==> src/rtl/mc_ctl_pkg.sv <==
// Shared types and encodings for the multi-cycle MIPS controller.
package mc_ctl_pkg;

  typedef enum logic [3:0] {
    IDLE    = 4'd0,
    FETCH   = 4'd1,
    FETCH_W = 4'd2,
    DECODE  = 4'd3,
    MEMADR  = 4'd4,
    MEMRD   = 4'd5,
    MEMWB   = 4'd6,
    MEMWR   = 4'd7,
    REXEC   = 4'd8,
    RWB     = 4'd9,
    BEQ     = 4'd10,
    JUMP    = 4'd11
  } state_t;

  localparam logic [5:0] OP_RTYPE = 6'd0;
  localparam logic [5:0] OP_LW    = 6'd35;
  localparam logic [5:0] OP_SW    = 6'd43;
  localparam logic [5:0] OP_BEQ   = 6'd4;
  localparam logic [5:0] OP_J     = 6'd2;

  localparam logic [1:0] ALUOP_ADD   = 2'b00;
  localparam logic [1:0] ALUOP_SUB   = 2'b01;
  localparam logic [1:0] ALUOP_FUNCT = 2'b10;

  localparam logic [1:0] SRCB_B      = 2'b00;
  localparam logic [1:0] SRCB_FOUR   = 2'b01;
  localparam logic [1:0] SRCB_IMM    = 2'b10;
  localparam logic [1:0] SRCB_IMM_SH = 2'b11;

  localparam logic [1:0] PCSRC_ALU    = 2'b00;
  localparam logic [1:0] PCSRC_ALUOUT = 2'b01;
  localparam logic [1:0] PCSRC_JUMP   = 2'b10;

endpackage

==> src/rtl/mc_ctl_decode.sv <==
// Combinational state -> datapath control word decode (Moore outputs).
module mc_ctl_decode
  import mc_ctl_pkg::*;
(
  input  state_t     state,
  output logic       PCWrite,
  output logic       PCWriteCond,
  output logic       IorD,
  output logic       MemRead,
  output logic       MemWrite,
  output logic       IRWrite,
  output logic       M2R,
  output logic [1:0] PCSource,
  output logic [1:0] ALUop,
  output logic       ALUSrcA,
  output logic [1:0] ALUSrcB,
  output logic       RegWrite,
  output logic       RegDst
);

  always_comb begin
    PCWrite     = 1'b0;
    PCWriteCond = 1'b0;
    IorD        = 1'b0;
    MemRead     = 1'b0;
    MemWrite    = 1'b0;
    IRWrite     = 1'b0;
    M2R         = 1'b0;
    PCSource    = PCSRC_ALU;
    ALUop       = ALUOP_ADD;
    ALUSrcA     = 1'b0;
    ALUSrcB     = SRCB_B;
    RegWrite    = 1'b0;
    RegDst      = 1'b0;
    case (state)
      FETCH:   MemRead = 1'b1;
      // IR/PC loads live in their own state so they never depend on mem_ready
      FETCH_W: begin
        IRWrite  = 1'b1;
        PCWrite  = 1'b1;
        ALUSrcB  = SRCB_FOUR;
        ALUop    = ALUOP_ADD;
        PCSource = PCSRC_ALU;
      end
      DECODE:  ALUSrcB = SRCB_IMM_SH;
      MEMADR: begin
        ALUSrcA = 1'b1;
        ALUSrcB = SRCB_IMM;
      end
      MEMRD: begin
        MemRead = 1'b1;
        IorD    = 1'b1;
      end
      MEMWB: begin
        RegWrite = 1'b1;
        M2R      = 1'b1;
      end
      MEMWR: begin
        MemWrite = 1'b1;
        IorD     = 1'b1;
      end
      REXEC: begin
        ALUSrcA = 1'b1;
        ALUop   = ALUOP_FUNCT;
      end
      RWB: begin
        RegWrite = 1'b1;
        RegDst   = 1'b1;
      end
      BEQ: begin
        ALUSrcA     = 1'b1;
        ALUop       = ALUOP_SUB;
        PCWriteCond = 1'b1;
        PCSource    = PCSRC_ALUOUT;
      end
      JUMP: begin
        PCWrite  = 1'b1;
        PCSource = PCSRC_JUMP;
      end
      default: ;
    endcase
  end

endmodule

==> src/rtl/multi_cycle_ctl.sv <==
// Multi-cycle MIPS main controller: state register, sequencing, illegal flag, retire counter.
module multi_cycle_ctl
  import mc_ctl_pkg::*;
#(
  parameter int unsigned MEM_WAIT_EN = 1,
  parameter int unsigned CNT_W       = 32
) (
  input  logic             clk,
  input  logic             rst_n,
  input  logic [5:0]       opcode,
  input  logic             mem_ready,
  output logic             PCWrite,
  output logic             PCWriteCond,
  output logic             IorD,
  output logic             MemRead,
  output logic             MemWrite,
  output logic             IRWrite,
  output logic             M2R,
  output logic [1:0]       PCSource,
  output logic [1:0]       ALUop,
  output logic             ALUSrcA,
  output logic [1:0]       ALUSrcB,
  output logic             RegWrite,
  output logic             RegDst,
  output logic             illegal,
  output logic [3:0]       state_o,
  output logic [CNT_W-1:0] instr_cnt
);

  state_t state;
  logic   rdy;
  logic   retire;

  assign rdy     = mem_ready | (MEM_WAIT_EN == 0);
  assign retire  = (state == MEMWB) | (state == RWB) | (state == BEQ) |
                   (state == JUMP)  | ((state == MEMWR) & rdy);
  assign state_o = state;

  always_ff @(posedge clk or negedge rst_n) begin
    if (!rst_n) begin
      state     <= IDLE;
      illegal   <= 1'b0;
      instr_cnt <= '0;
    end else begin
      illegal <= 1'b0;
      if (retire) instr_cnt <= instr_cnt + CNT_W'(1);
      case (state)
        IDLE:    state <= FETCH;
        FETCH:   if (rdy) state <= FETCH_W;
        FETCH_W: state <= DECODE;
        DECODE: begin
          case (opcode)
            OP_LW, OP_SW: state <= MEMADR;
            OP_RTYPE:     state <= REXEC;
            OP_BEQ:       state <= BEQ;
            OP_J:         state <= JUMP;
            default: begin
              state   <= FETCH;
              illegal <= 1'b1;
            end
          endcase
        end
        MEMADR:  state <= (opcode == OP_LW) ? MEMRD : MEMWR;
        MEMRD:   if (rdy) state <= MEMWB;
        MEMWR:   if (rdy) state <= FETCH;
        REXEC:   state <= RWB;
        default: state <= FETCH;
      endcase
    end
  end

  mc_ctl_decode u_decode (
    .state       (state),
    .PCWrite     (PCWrite),
    .PCWriteCond (PCWriteCond),
    .IorD        (IorD),
    .MemRead     (MemRead),
    .MemWrite    (MemWrite),
    .IRWrite     (IRWrite),
    .M2R         (M2R),
    .PCSource    (PCSource),
    .ALUop       (ALUop),
    .ALUSrcA     (ALUSrcA),
    .ALUSrcB     (ALUSrcB),
    .RegWrite    (RegWrite),
    .RegDst      (RegDst)
  );

endmodule
==> config.mk <==
export PLATFORM = sky130hd
export DESIGN_NAME = multi_cycle_ctl
export DESIGN_NICKNAME = d
export VERILOG_FILES = /design/src/rtl/mc_ctl_pkg.sv /design/src/rtl/mc_ctl_decode.sv /design/src/rtl/multi_cycle_ctl.sv
export SDC_FILE = /design/constraint.sdc
export NUM_CORES = 1
export LEC_CHECK = 0
export BUFFER_PORTS_ARGS = -buffer_cell sky130_fd_sc_hd__buf_2
export CAP_MARGIN = 20
export CORE_ASPECT_RATIO = 0.5
export CORE_UTILIZATION = 54
export DETAILED_ROUTE_END_ITERATION = 8
export MAX_ROUTING_LAYER = met4
export PLACE_DENSITY = 0.82
export SLEW_MARGIN = 40
export SYNTH_ARGS = -nofsm -noshare
export SYNTH_HDL_FRONTEND = slang
export SYNTH_SLANG_ARGS = --single-unit
export TNS_END_PERCENT = 100
==> constraint.sdc <==
create_clock -name clk -period 3.4 [get_ports clk]
set_clock_uncertainty 0.15 [all_clocks]
set_input_delay 0.51 -clock clk [delete_from_list [all_inputs] [get_ports clk]]
set_output_delay 0.51 -clock clk [all_outputs]
set_load 0.05 [all_outputs]
Word level (Yosys, flattened, before mapping)
Cells that the tools add are included.
{"block": "classes", "muxes": 21, "n_reduce_logical": 9, "eq_ne": 18, "addsub": 1, "n_bitwise": 5}
{"cell": "32-bit by 1-bit adder with 32-bit output (second input constant)", "count": 1}
{"cell": "4-bit one-hot mux with 7 select lines", "count": 1}
{"cell": "4-bit by 3-bit == test with 1-bit output (second input constant)", "count": 4}
{"cell": "4-bit == test (second input constant)", "count": 4}
{"cell": "4-bit one-hot mux with 4 select lines", "count": 1}
{"cell": "6-bit == test (second input constant)", "count": 2}
{"cell": "1-bit two-way mux", "count": 12}
{"cell": "4-bit two-way mux", "count": 3}
{"cell": "2-bit OR reduction", "count": 5}
{"cell": "4-bit by 2-bit == test with 1-bit output (second input constant)", "count": 2}
{"cell": "2-bit one-hot mux with 2 select lines", "count": 2}
{"cell": "6-bit by 2-bit == test with 1-bit output (second input constant)", "count": 1}
{"cell": "6-bit by 3-bit == test with 1-bit output (second input constant)", "count": 1}
{"cell": "6-bit zero test", "count": 1}
{"cell": "2-bit inequality test (second input constant)", "count": 3}
{"cell": "2-bit one-hot mux with 3 select lines", "count": 1}
{"cell": "5-bit OR reduction", "count": 1}
{"cell": "4-bit by 1-bit == test with 1-bit output (second input constant)", "count": 1}
{"cell": "1-bit OR", "count": 4}
{"cell": "3-bit AND reduction", "count": 1}
{"cell": "3-bit OR reduction", "count": 1}
{"cell": "2-bit two-way mux", "count": 1}
{"cell": "1-bit AND", "count": 1}
{"block": "totals", "out_inout_bits": 53, "ff_bits": 37}

Logic depth before layout (Yosys ltp)
Gate-level depths: netlist (run 1).
{"block": "logic_depth", "ltp_word": 5, "mapped_depth": 7, "mapped_depth_nobuf": 5}

Hierarchy
Synthesis (run 1) repeated with hierarchy kept, for this count alone.
{"block": "unflattened", "cells_unflattened": 201, "hier_area_um2": 2157.1}
{"mod": "multi_cycle_ctl", "n_inst": 1, "cells_per_inst": 176, "area_per_inst_um2": 2005.7}
{"mod": "mc_ctl_decode", "n_inst": 1, "cells_per_inst": 25, "area_per_inst_um2": 151.4}

Least setup slack after synthesis (run 1)
No wires, ideal clock.
{"block": "synth_path", "kind": "register to output", "start": "register state[1] (netlist: state_o[1])", "end": "output PCWrite", "arrival_ns": 2.668, "path_stages_with_launch": 5, "required_ns": 2.740, "slack_ns": 0.072, "path_cell_list": "dfrtp_1 > buf_1 > nand2_1 > nor3_1 > or2_2"}
{"block": "synth_via", "elab_chain_cells": 3, "elab_cells_between_ends": 4}
{"element": "from (decl)", "line": "multi_cycle_ctl.sv:30", "rtl": "state_t state;"}
{"element": "from (signal assigned)", "line": "multi_cycle_ctl.sv:63", "rtl": "MEMADR: state <= (opcode == OP_LW) ? MEMRD : MEMWR;"}
{"element": "4-bit == test or 4-bit by 2-bit == test with 1-bit output (tied branches)", "line": "mc_ctl_decode.sv:35", "rtl": "case (state)"}
{"element": "2-bit OR reduction (no line) *"}
{"element": "1-bit two-way mux *", "line": "mc_ctl_decode.sv:35"}
{"element": "to (decl)", "line": "multi_cycle_ctl.sv:12", "rtl": "output logic PCWrite,"}
Mark *: on every way between the ends. The rest lies on a longest branch, timed or not.

Worst setup path in the final report (run 1)
{"block": "layout_path", "start": "register state[0] (netlist: state_o[0])", "end": "output PCWrite"}
Same word-level chain as after synthesis.

==> reports/metrics.csv, run 1 <==
metric;value;unit
outcome;finished clean;
NumNets Final;269;
CTS root buf;clkbuf_8;
pre-CTS WS;1162;ps
worst-path maximum fanout;11;
share of power burned in registers;0.382;
IO buf count;61;
Seq cells post-synth;37;
Clock Path Buffers;2;
Sw Ratio;0.4656;
Diodes inserted;0;
met1 WL;1885;um
period utilisation layout;0.7318;
WL/cell;13.71;um
Fin. Hold Viols;0;
Setup TNS Final;0;ps
XOR/XNOR share of the synthesized area;0.1489;
Net Switching;0.0006823;W
Tot GR Track Use;0.2496;
DP HPWL;3051;um
Critical Path RT;2740;ps
Synth Cell Area;1941;um2
slowest CP cell;dfrtp_1;
Site Rows;14;
worst IR drop on VDD;0.0005093;V
slew margin rel.;0.6814;
met3 wire length;207;um
Ports;62;
Syn Area/Cell;9.851;um2
# Post-CTS Setup Buffers;0;
FMAX;0.4019;GHz
Initial Util;0.6054;
layout cells sized above 1;0.3012;
antenna violations before repair;0;
area share of fa/ha/maj cells after synthesis;0.006447;
post-synthesis sequential area ratio;0.4771;
Worst Setup Path Type;reg2out;
Cells after DPL;300;
drt pass-1 iters;4;
TritonCTS Buffers;5;
main combinational cell family by area after synthesis;simple AND/OR/NAND/NOR gates;
core region area;3206;um2
filler instances;253;
Post-CTS Resized;0;
Worst-Skew Late Latency;280;ps
clock share of power;0.214;
Int Pwr;0.0007833;W
residual DRC count;0;
RSZ-0062 raised after global routing;no;
Comb power frac;0.403;
met2 wire length;2096;um
Simple-Gate Fraction of Synth Area;0.2611;
Net Count, Synth;207;
LEAKAGE;1.278;nW
clk sinks;37;
remaining global-route overflow;0;
CTS Hold Bufs;0;
Ys Warns;0;
first-pass GRT wire length;6913;um
vias in the first global route;1490;
Die W;86.78;um
Slew @ Worst Pin;473.5;ps
PnR worst setup slack;911.9;ps
async set-reset flop share out of synthesis;1.000;
critical-path cell list;inv_1, nand2_1, nor3_1, or2_2, buf_2;
Iter 0 DRT Violations;59;
worst hold path class;in2async;
Layout Utilization;0.7373;
ys flop type;dfrtp_1;
Crit. End Element;primary output;
non-filler cells, final;307;
Routability Congestion;0.8662;
Vias;1685;
final setup fails;0;
Max Transition Viols Final;0;
Compound-Gate Fraction of Synth Area;0.07479;
vias per cell;5.489;
crit start category;flop;
largest net degree at the start of global routing;38;
Post-Route WL;4208;um
count of cell types in the netlist;41;
DRT antenna net count;0;
P&R area growth vs syn;21.79;%
Clk pin slew, worst setup/hold paths;70;ps
Period minus WS final;2488;ps
Die Ht;44.39;um
Worst path max stage delay;550;ps
Max Used Layer;met4;
Mapped Cells;197;
total of max-cap violations;0;
mux cell area share after synthesis;0.005803;
CTS tree;built;
number of synthesized flops with an enable pin;0;
CTS HTree Levels;2;
power density cells;620.1;nW/um2
Die Area;3852;um2
Critical Path AT;1830;ps
final timing paths:
| check | start | end | slack [ps] | depth (start not counted) |
|---|---|---|---|---|
| max | state_o[0]$_DFFE_PN0P_ | PCWrite | 910 | 5 |
| min | rst_n | instr_cnt[0]$_DFFE_PN0P_ | 20 | 1 |
| max reg2reg | state_o[3]$_DFFE_PN0P_ | instr_cnt[18]$_DFFE_PN0P_ | 1110 | 5 |
| min reg2reg | instr_cnt[31]$_DFFE_PN0P_ | instr_cnt[31]$_DFFE_PN0P_ | 330 | 1 |
| max in group asynchronous | rst_n | instr_cnt[22]$_DFFE_PN0P_ | 2740 | 1 |
| min in group clk | instr_cnt[31]$_DFFE_PN0P_ | instr_cnt[31]$_DFFE_PN0P_ | 330 | 1 |
flip-flops by register name (all words and copies together), names as in the netlist:
name / cells
state_o: 4
instr_cnt: 32
illegal: 1
layout make-up:
type,instances,area [um2],area share
clock inverter,1,7.507,0.003176
sequential,37,925.9,0.3917
inverter,4,15.01,0.006353
multi-input combinational,150,964.7,0.4082
clock buffer,6,82.58,0.03494
tap,48,60.06,0.02541
timing repair buffer,61,307.8,0.1302
power by group through the flow:
stage          clock network (W)  registers (W)  logic [W]
2_1_floorplan                  0       0.000681   0.000338
3_3_place_gp                   0       0.000563   0.000581
3_5_place_dp                   0       0.000566   0.000587
4_1_cts                 0.000319       0.000560   0.000592
5_1_grt                 0.000336       0.000571   0.000629
6_report                0.000314       0.000560   0.000591
metrics by stage:
step	hold WS, ps	total power [W]	instance area (um2)
after floorplan	64.41	0.001019	1941
after global routing	64.34	0.001536	2364
after CTS	191.1	0.001471	2361
after global placement	301.7	0.001144	2271
final	22.38	0.001466	2364
after detailed placement	324.4	0.001153	2271
worst max-delay path, delay by kind of cell, from the launching register on:
kind | cells | cell delay (ps)
AND/OR/NAND/NOR | 3 | 540
flip-flops | 1 | 550
buffers and inverters | 2 | 450
cell families after synthesis:
| family | after synthesis |
|---|---|
| DFF | 37 |
| and+or+nand+nor | 97 |
| xor gates and xnor gates | 33 |
| AOI/OAI and AO/OA | 18 |
| muxes | 1 |
| adders and majority gates | 1 |
| buffers and inverters | 10 |
synthesized netlist by cell type (all sizes together) (3+ instances only):
cell | number | area, um2
nor2 | 20 | 75.07
nand4 | 4 | 25.02
nor4 | 3 | 33.78
buf | 5 | 31.27
inv | 4 | 15.01
dfrtp | 37 | 925.9
nand2 | 26 | 97.59
nand3 | 13 | 65.06
xor2 | 17 | 148.9
nor3 | 12 | 76.33
xnor2 | 16 | 140.1
a21oi | 6 | 30.03
and4 | 3 | 26.28
and3 | 4 | 25.02
cell usage in the layout, fill, tap and decap left out, types with 2 or more instances in the layout:
cell / synthesis / routed
nor3_1: 10 / 10
nor4_1: 2 / 2
xor2_1: 17 / 17
xnor2_1: 16 / 16
nand4_1: 4 / 4
a21oi_1: 6 / 6
and3_1: 4 / 4
or2_2: 2 / 2
or3_1: 2 / 2
o22ai_1: 2 / 2
nor2b_1: 2 / 2
clkbuf_8: 0 / 6
and2_1: 2 / 2
and4_1: 3 / 3
nand2_1: 26 / 26
inv_1: 4 / 4
dfrtp_1: 37 / 37
buf_2: 1 / 60
nor2_1: 20 / 20
nand3_1: 13 / 13
layer usage:
metal | GRT usage | up-vias
li1 | - | 797
met1 | 0.3103 | 826
met2 | 0.4189 | 60
met3 | 0.05784 | 2
met4 | 0.06667 | 0
met5 | - | -
(Power assumes the default switching activity.)
==> run 2: changes to the inputs <==
--- a/config.mk
+++ b/config.mk
@@ -5,13 +5,14 @@
 export SDC_FILE = /design/constraint.sdc
 export NUM_CORES = 1
 export LEC_CHECK = 0
+export ABC_AREA = 1
 export BUFFER_PORTS_ARGS = -buffer_cell sky130_fd_sc_hd__buf_2
 export CAP_MARGIN = 20
 export CORE_ASPECT_RATIO = 0.5
-export CORE_UTILIZATION = 54
+export CORE_UTILIZATION = 53
 export DETAILED_ROUTE_END_ITERATION = 8
 export MAX_ROUTING_LAYER = met4
-export PLACE_DENSITY = 0.82
+export PLACE_DENSITY = 0.78
 export SLEW_MARGIN = 40
 export SYNTH_ARGS = -nofsm -noshare
 export SYNTH_HDL_FRONTEND = slang
==> constraint.sdc (replaced) <==
create_clock -name clk -period 2.5 [get_ports clk]
set_clock_uncertainty 0.15 [all_clocks]
set_input_delay 0.375 -clock clk [delete_from_list [all_inputs] [get_ports clk]]
set_output_delay 0.375 -clock clk [all_outputs]
set_load 0.05 [all_outputs]
==> reports/metrics.csv, run 2 <==
metric;value;unit;change
outcome;finished clean;;unchanged
Ys Warns;0;;unchanged
Crit. End Element;primary output;;unchanged
worst hold path depth;4;;
Site Rows;16;;was 14
async set-reset flop share out of synthesis;1.000;;unchanged
commonest non-fill, non-tap cell in the layout;nand2_1;;was buf_2
Cells after DPL;485;;was 300
remaining global-route overflow;0;;unchanged
worst IR drop on VDD;0.0009922;V;was 0.0005093 V
Die W;97.49;um;was 86.78 um
Power Total;0.002207;W;was 0.001466 W
Slew @ Worst Pin;483.0;ps;was 473.5 ps
Simple-Gate Fraction of Synth Area;0.4386;;was 0.2611
Critical Path AT;1660;ps;was 1830 ps
NumNets Final;449;;was 269
Routability Congestion;0.9490;;was 0.8662
total of max-cap violations;0;;unchanged
Synth Cell Area;2416;um2;was 1941 um2
Compound-Gate Fraction of Synth Area;0.02745;;was 0.07479
Biggest register;instr_cnt;;unchanged
clk sinks;37;;unchanged
RSZ-0062 raised after global routing;no;;unchanged
P&R area growth vs syn;20.25;%;was 21.79%
residual DRC count;0;;unchanged
Clock Path Buffers;2;;unchanged
vias per cell;5.079;;was 5.489
final setup fails;0;;unchanged
most frequent cells after synthesis;nand2_1, nor2_1, inv_1;;was dfrtp_1, nand2_1, nor2_1
Post-Route WL;6016;um;was 4208 um
count of cell types in the netlist;25;;was 41
Max Transition Viols Final;0;;unchanged
Reg-to-Reg End;instr_cnt[17]$_DFFE_PN0P_;;was instr_cnt[18]$_DFFE_PN0P_
power density cells;759.7;nW/um2;was 620.1 nW/um2
main combinational cell family by area after synthesis;simple AND/OR/NAND/NOR gates;;unchanged
Diodes inserted;0;;unchanged
Iter 0 DRT Violations;151;;was 59
Mapped Cells;374;;was 197
Syn Area/Cell;6.460;um2;was 9.851 um2
PnR worst setup slack;313.5;ps;was 911.9 ps
Seq cells post-synth;37;;unchanged
non-filler cells, final;494;;was 307
vias in the first global route;2258;;was 1490
Critical Path RT;1980;ps;was 2740 ps
first-pass GRT wire length;10040;um;was 6913 um
Post-CTS Resized;0;;unchanged
reg-to-reg setup timing slack;590;ps;was 1110 ps
slew margin rel.;0.6755;;was 0.6814
Synth area leaders;dfrtp_1, nand2_1, nor2_1, inv_1, nand3_1;;was dfrtp_1, xor2_1, xnor2_1, nand2_1, nor2_1
# Post-CTS Setup Buffers;0;;unchanged
DRT antenna net count;0;;unchanged
number of synthesized flops with an enable pin;0;;unchanged
worst-path maximum fanout;6;;was 11
CTS root buf;clkbuf_8;;unchanged
pre-CTS WS;617.7;ps;was 1162 ps
DP HPWL;4565;um;was 3051 um
CTS tree;built;;unchanged
area share of fa/ha/maj cells after synthesis;0.005179;;was 0.006447
XOR/XNOR share of the synthesized area;0.05800;;was 0.1489
mux cell area share after synthesis;0;;was 0.005803
Ports;62;;unchanged
Worst Hold Slack;243.9;ps;was 22.38 ps
TritonCTS Buffers;5;;unchanged
filler instances;350;;was 253
period utilisation layout;0.8746;;
Worst-Skew Late Latency;300;ps;was 280 ps
most frequent cells in the layout;nand2_1, nor2_1, buf_2;;was buf_2, dfrtp_1, nand2_1
Tot GR Track Use;0.2738;;was 0.2496
worst r2r path cells;8;;was 5
Net Count, Synth;384;;was 207
Period minus WS final;2186;ps;
Vias;2509;;was 1685
post-synthesis sequential area ratio;0.3832;;was 0.4771
Clk pin slew, worst setup/hold paths;80;ps;was 70 ps
worst hold path startpoint;mem_ready;;
WL/cell;12.18;um;was 13.71 um
max reg flops;32;;unchanged
Initial Util;0.5859;;was 0.6054
crit start category;flop;;unchanged
Die Area;4849;um2;was 3852 um2
Worst Setup Path Type;reg2out;;unchanged
CTS Hold Bufs;0;;unchanged
LEAKAGE;1.505;nW;was 1.278 nW
largest area contributor in the synthesized netlist;dfrtp_1;;unchanged
drt pass-1 iters;4;;unchanged
FF-to-FF Start;state_o[1]$_DFFE_PN0P_;;was state_o[3]$_DFFE_PN0P_
Fin. Hold Viols;0;;unchanged
antenna violations before repair;0;;unchanged
largest net degree at the start of global routing;38;;unchanged
Die Ht;49.74;um;was 44.39 um
IO buf count;61;;unchanged
worst hold path class;in2reg;;was in2async
layout cells sized above 1;0.1818;;was 0.3012
core region area;4124;um2;was 3206 um2
Setup TNS Final;0;ps;unchanged
FMAX;0.4574;GHz;
CTS HTree Levels;2;;unchanged
Synth top area share;0.3832;;was 0.4771
count leader, synth;nand2_1;;was dfrtp_1
ys flop type;dfrtp_1;;unchanged
Worst Hold Path EP;state_o[1]$_DFFE_PN0P_;;
-- run 2: changes by cell type after synthesis, moves of 3 or more --
| cell | delta |
|---|---|
| a21oi_1 | -5 |
| xnor2_1 | -8 |
| nand2_1 | +125 |
| o21ai_0 | +7 |
| xor2_1 | -9 |
| nor2_1 | +50 |
| and4_1 | -3 |
| and3_1 | -4 |
| nand3b_1 | +5 |
| inv_1 | +38 |
| nand3_1 | +4 |
| nor3_1 | -6 |
-- run 2: per-stage QoR --
step                area, um2  utilization
finish                   2905       0.7045
global route             2905       0.7045
CTS                      2893       0.7015
detailed placement       2759       0.6690
global placement         2759       0.6690
floorplan                2421            -
-- run 2: area by class of cell --
type                            instances  area (um2)  area share
Timing Repair Buffer                   64       332.8      0.1146
Tap cell                               54       67.56     0.02326
Clock inverter                          3       65.06     0.02239
Sequential cell                        37       925.9      0.3187
Clock buffer                            5       68.82     0.02369
Inverter                               43       161.4     0.05556
Multi-Input combinational cell        288        1284      0.4419
-- run 2: worst max path at each step --
stage,start,cells past startpoint,endpoint,slack [ps]
6_report,state_o[2]$_DFFE_PN0P_,6,ALUSrcB[1],310
5_1_grt,state_o[2]$_DFFE_PN0P_,6,ALUSrcB[1],150
4_1_cts,state_o[2]$_DFFE_PN0P_,6,ALUSrcB[1],330
3_5_place_dp,state_o[0]$_DFFE_PN0P_,8,instr_cnt[17]$_DFFE_PN0P_,620
3_3_place_gp,state_o[1]$_DFFE_PN0P_,8,instr_cnt[17]$_DFFE_PN0P_,650
2_1_floorplan,state_o[3]$_DFFE_PN0P_,4,ALUSrcA,-160
-- run 2: worst max-delay path: stages, from the launching register on --
cell and delay (ps):
dfrtp_1 440, nor2_1 160, inv_1 80, nor2_1 220, inv_1 120, nand2_1 70
buf_2 260
-- run 2: cells by family (layout without fill, tap and decap cells) --
family,count (synthesis),in the layout
fa+ha+maj,1,1
xor+xnor,16,16
compound gates,12,12
buf+inv,49,115
simple gates,259,259
flops,37,37
-- run 2: per-layer routing --
metal / share of wire / global-route usage / vias up
met3: 0.077 / 0.07518 / 12
met5: 0 / - / -
met1: 0.45 / 0.3366 / 1134
li1: - / - / 1267
met2: 0.46 / 0.4441 / 96
met4: 0.011 / 0.08824 / 0
-- run 2: power by group --
part           internal (W)  leakage [nW]  switching (W)
logic              0.000177         0.941       0.000660
clock network      0.000397        0.0681       0.000238
registers          0.000658         0.496      0.0000778
==> run 3: changes to the inputs <==
--- a/config.mk
+++ b/config.mk
@@ -12,7 +12,7 @@
 export CORE_UTILIZATION = 53
 export DETAILED_ROUTE_END_ITERATION = 8
 export MAX_ROUTING_LAYER = met4
-export PLACE_DENSITY = 0.78
+export PLACE_DENSITY = 0.8
 export SLEW_MARGIN = 40
 export SYNTH_ARGS = -nofsm -noshare
 export SYNTH_HDL_FRONTEND = slang
==> reports/metrics.csv, run 3 (synthesized netlist as in run 2, its figures left out) <==
metric;value;unit;change
outcome;finished clean;;unchanged
Power Total;0.002002;W;was 0.002207 W
DRT antenna net count;0;;unchanged
Period minus WS final;2198;ps;was 2186 ps
Post-Route WL;6057;um;was 6016 um
Slew @ Worst Pin;581.9;ps;was 483.0 ps
final setup fails;0;;unchanged
P&R area growth vs syn;18.28;%;was 20.25%
storage element area;925.9;um2;unchanged
DP HPWL;4662;um;was 4565 um
crit start category;flop;;unchanged
FMAX;0.4549;GHz;was 0.4574 GHz
Fin. Hold Viols;0;;unchanged
Critical Path RT;1980;ps;about the same
RSZ-0062 raised after global routing;no;;unchanged
Ports;62;;unchanged
CTS HTree Levels;2;;unchanged
first-pass GRT wire length;10070;um;was 10040 um
worst hold path class;in2reg;;unchanged
commonest non-fill, non-tap cell in the layout;nand2_1;;unchanged
slew margin rel.;0.6116;;was 0.6755
Die Ht;49.74;um;unchanged
Routability Congestion;0.9556;;was 0.9490
Die Area;4849;um2;unchanged
Worst-Skew Late Latency;290;ps;was 300 ps
period utilisation layout;0.8794;;was 0.8746
reg-to-reg setup timing slack;580;ps;was 590 ps
largest net degree at the start of global routing;38;;unchanged
Initial Util;0.5859;;unchanged
TritonCTS Buffers;5;;unchanged
worst-path maximum fanout;6;;unchanged
Worst Hold Path EP;state_o[1]$_DFFE_PN0P_;;unchanged
Top cell by count, worst path;inv_1;;
Crit. End Element;primary output;;unchanged
total of max-cap violations;0;;unchanged
clk sinks;37;;unchanged
Iter 0 DRT Violations;108;;was 151
worst r2r path cells;8;;unchanged
Die W;97.49;um;unchanged
FF-to-FF Start;state_o[3]$_DFFE_PN0P_;;was state_o[1]$_DFFE_PN0P_
worst hold path depth;4;;unchanged
Critical Path AT;1670;ps;was 1660 ps
Diodes inserted;0;;unchanged
WL/cell;12.29;um;was 12.18 um
layout cells sized above 1;0.1777;;was 0.1818
Clk pin slew, worst setup/hold paths;70;ps;was 80 ps
Site Rows;16;;unchanged
Clock Path Buffers;2;;unchanged
core region area;4124;um2;unchanged
Worst Hold Slack;232.5;ps;was 243.9 ps
drt pass-1 iters;4;;unchanged
vias per cell;5.034;;was 5.079
critical-path cell list;inv_1, nand2_1, nor2_1, inv_1, o21ai_0, buf_2;;was nor2_1, inv_1, nor2_1, inv_1, nand2_1, buf_2
area of the multi-input gates;1284;um2;unchanged
Worst Setup Path Type;reg2out;;unchanged
Vias;2482;;was 2509
PnR worst setup slack;301.6;ps;was 313.5 ps
antenna violations before repair;0;;unchanged
Biggest register;instr_cnt;;unchanged
max reg flops;32;;unchanged
residual DRC count;0;;unchanged
most frequent cells in the layout;nand2_1, nor2_1, buf_2;;unchanged
CTS root buf;clkbuf_8;;unchanged
filler instances;373;;was 350
remaining global-route overflow;0;;unchanged
vias in the first global route;2264;;was 2258
power density cells;700.6;nW/um2;was 759.7 nW/um2
pre-CTS WS;590.7;ps;was 617.7 ps
Max Transition Viols Final;0;;unchanged
worst IR drop on VDD;0.0008569;V;was 0.0009922 V
slowest CP cell;dfrtp_1;;unchanged
IO buf count;61;;unchanged
Reg-to-Reg End;instr_cnt[14]$_DFFE_PN0P_;;was instr_cnt[17]$_DFFE_PN0P_
worst path bufs/invs;3;;unchanged
Post-CTS Resized;0;;unchanged
LEAKAGE;1.481;nW;was 1.505 nW
Worst path max stage delay;450;ps;was 440 ps
CTS tree;built;;unchanged
worst hold path startpoint;mem_ready;;unchanged
NumNets Final;449;;unchanged
Top delay family on crit path;buffers and inverters;;unchanged
Tot GR Track Use;0.2726;;was 0.2738
==> run 3: changes by cell type in the layout (fill, tap and decap cells not counted) <==
cell / before / now
clkbuf_1: 0 / 1
clkinv_2: 1 / 0
bufinv_16: 2 / 0
clkbuf_8: 5 / 6
==> run 3: worst max-delay path by stage <==
stage	start	end	slack [ps]	depth (start not counted)
2_1_floorplan	state_o[3]$_DFFE_PN0P_	ALUSrcA	-160	4
3_3_place_gp	state_o[3]$_DFFE_PN0P_	ALUSrcA	640	6
3_5_place_dp	state_o[0]$_DFFE_PN0P_	instr_cnt[17]$_DFFE_PN0P_	590	7
4_1_cts	state_o[3]$_DFFE_PN0P_	ALUSrcA	320	6
5_1_grt	state_o[3]$_DFFE_PN0P_	ALUSrcA	190	6
6_report	state_o[3]$_DFFE_PN0P_	ALUSrcA	300	6
==> run 3: worst register-to-register path: stages (launching register included) <==
cell and delay, ps:
dfrtp_1 450, inv_1 100, nand2_1 150, nor2_4 160, nand2_1 90, nand3_2 170, buf_4 300, nand2_1 110
xnor2_1 130
==> run 3: routing by layer <==
metal  track usage  part of all wire  vias up
li1              -                 -     1272
met1        0.3468              0.47     1116
met2        0.4510              0.45       83
met3       0.04965             0.065       11
met4       0.08088             0.015        0
met5             -                 0        -
==> run 3: where the power goes <==
| part | switching (W) | total (W) | internal [W] |
|---|---|---|---|
| Combinational | 0.000657 | 0.000833 | 0.000176 |
| Clock | 0.000212 | 0.000431 | 0.000219 |
| Sequential | 0.0000791 | 0.000738 | 0.000659 |
==> run 3: final cells by class <==
class	count	share of cell area
multi-input combinational	288	0.4492
sequential	37	0.3240
timing repair buffer	64	0.1165
inverter	43	0.05648
clock buffer	7	0.03021
tap	54	0.02364
==> run 3: repair_timing <==
action / CTS / global route
setup buffers: 0 / 0
hold buffers: 0 / 1
endpoints found under the hold margin: 0 / 37
==> run 3: per-stage QoR <==
stage / setup TNS (ps) / util / instance area (um2) / cells
floorplan: -586.4 / - / 2421 / 374
global placement: 0 / 0.6690 / 2759 / 485
detailed placement: 0 / 0.6690 / 2759 / 485
CTS: 0 / 0.6899 / 2845 / 492
global route: 0 / 0.6930 / 2858 / 493
finish: 0 / 0.6930 / 2858 / 493
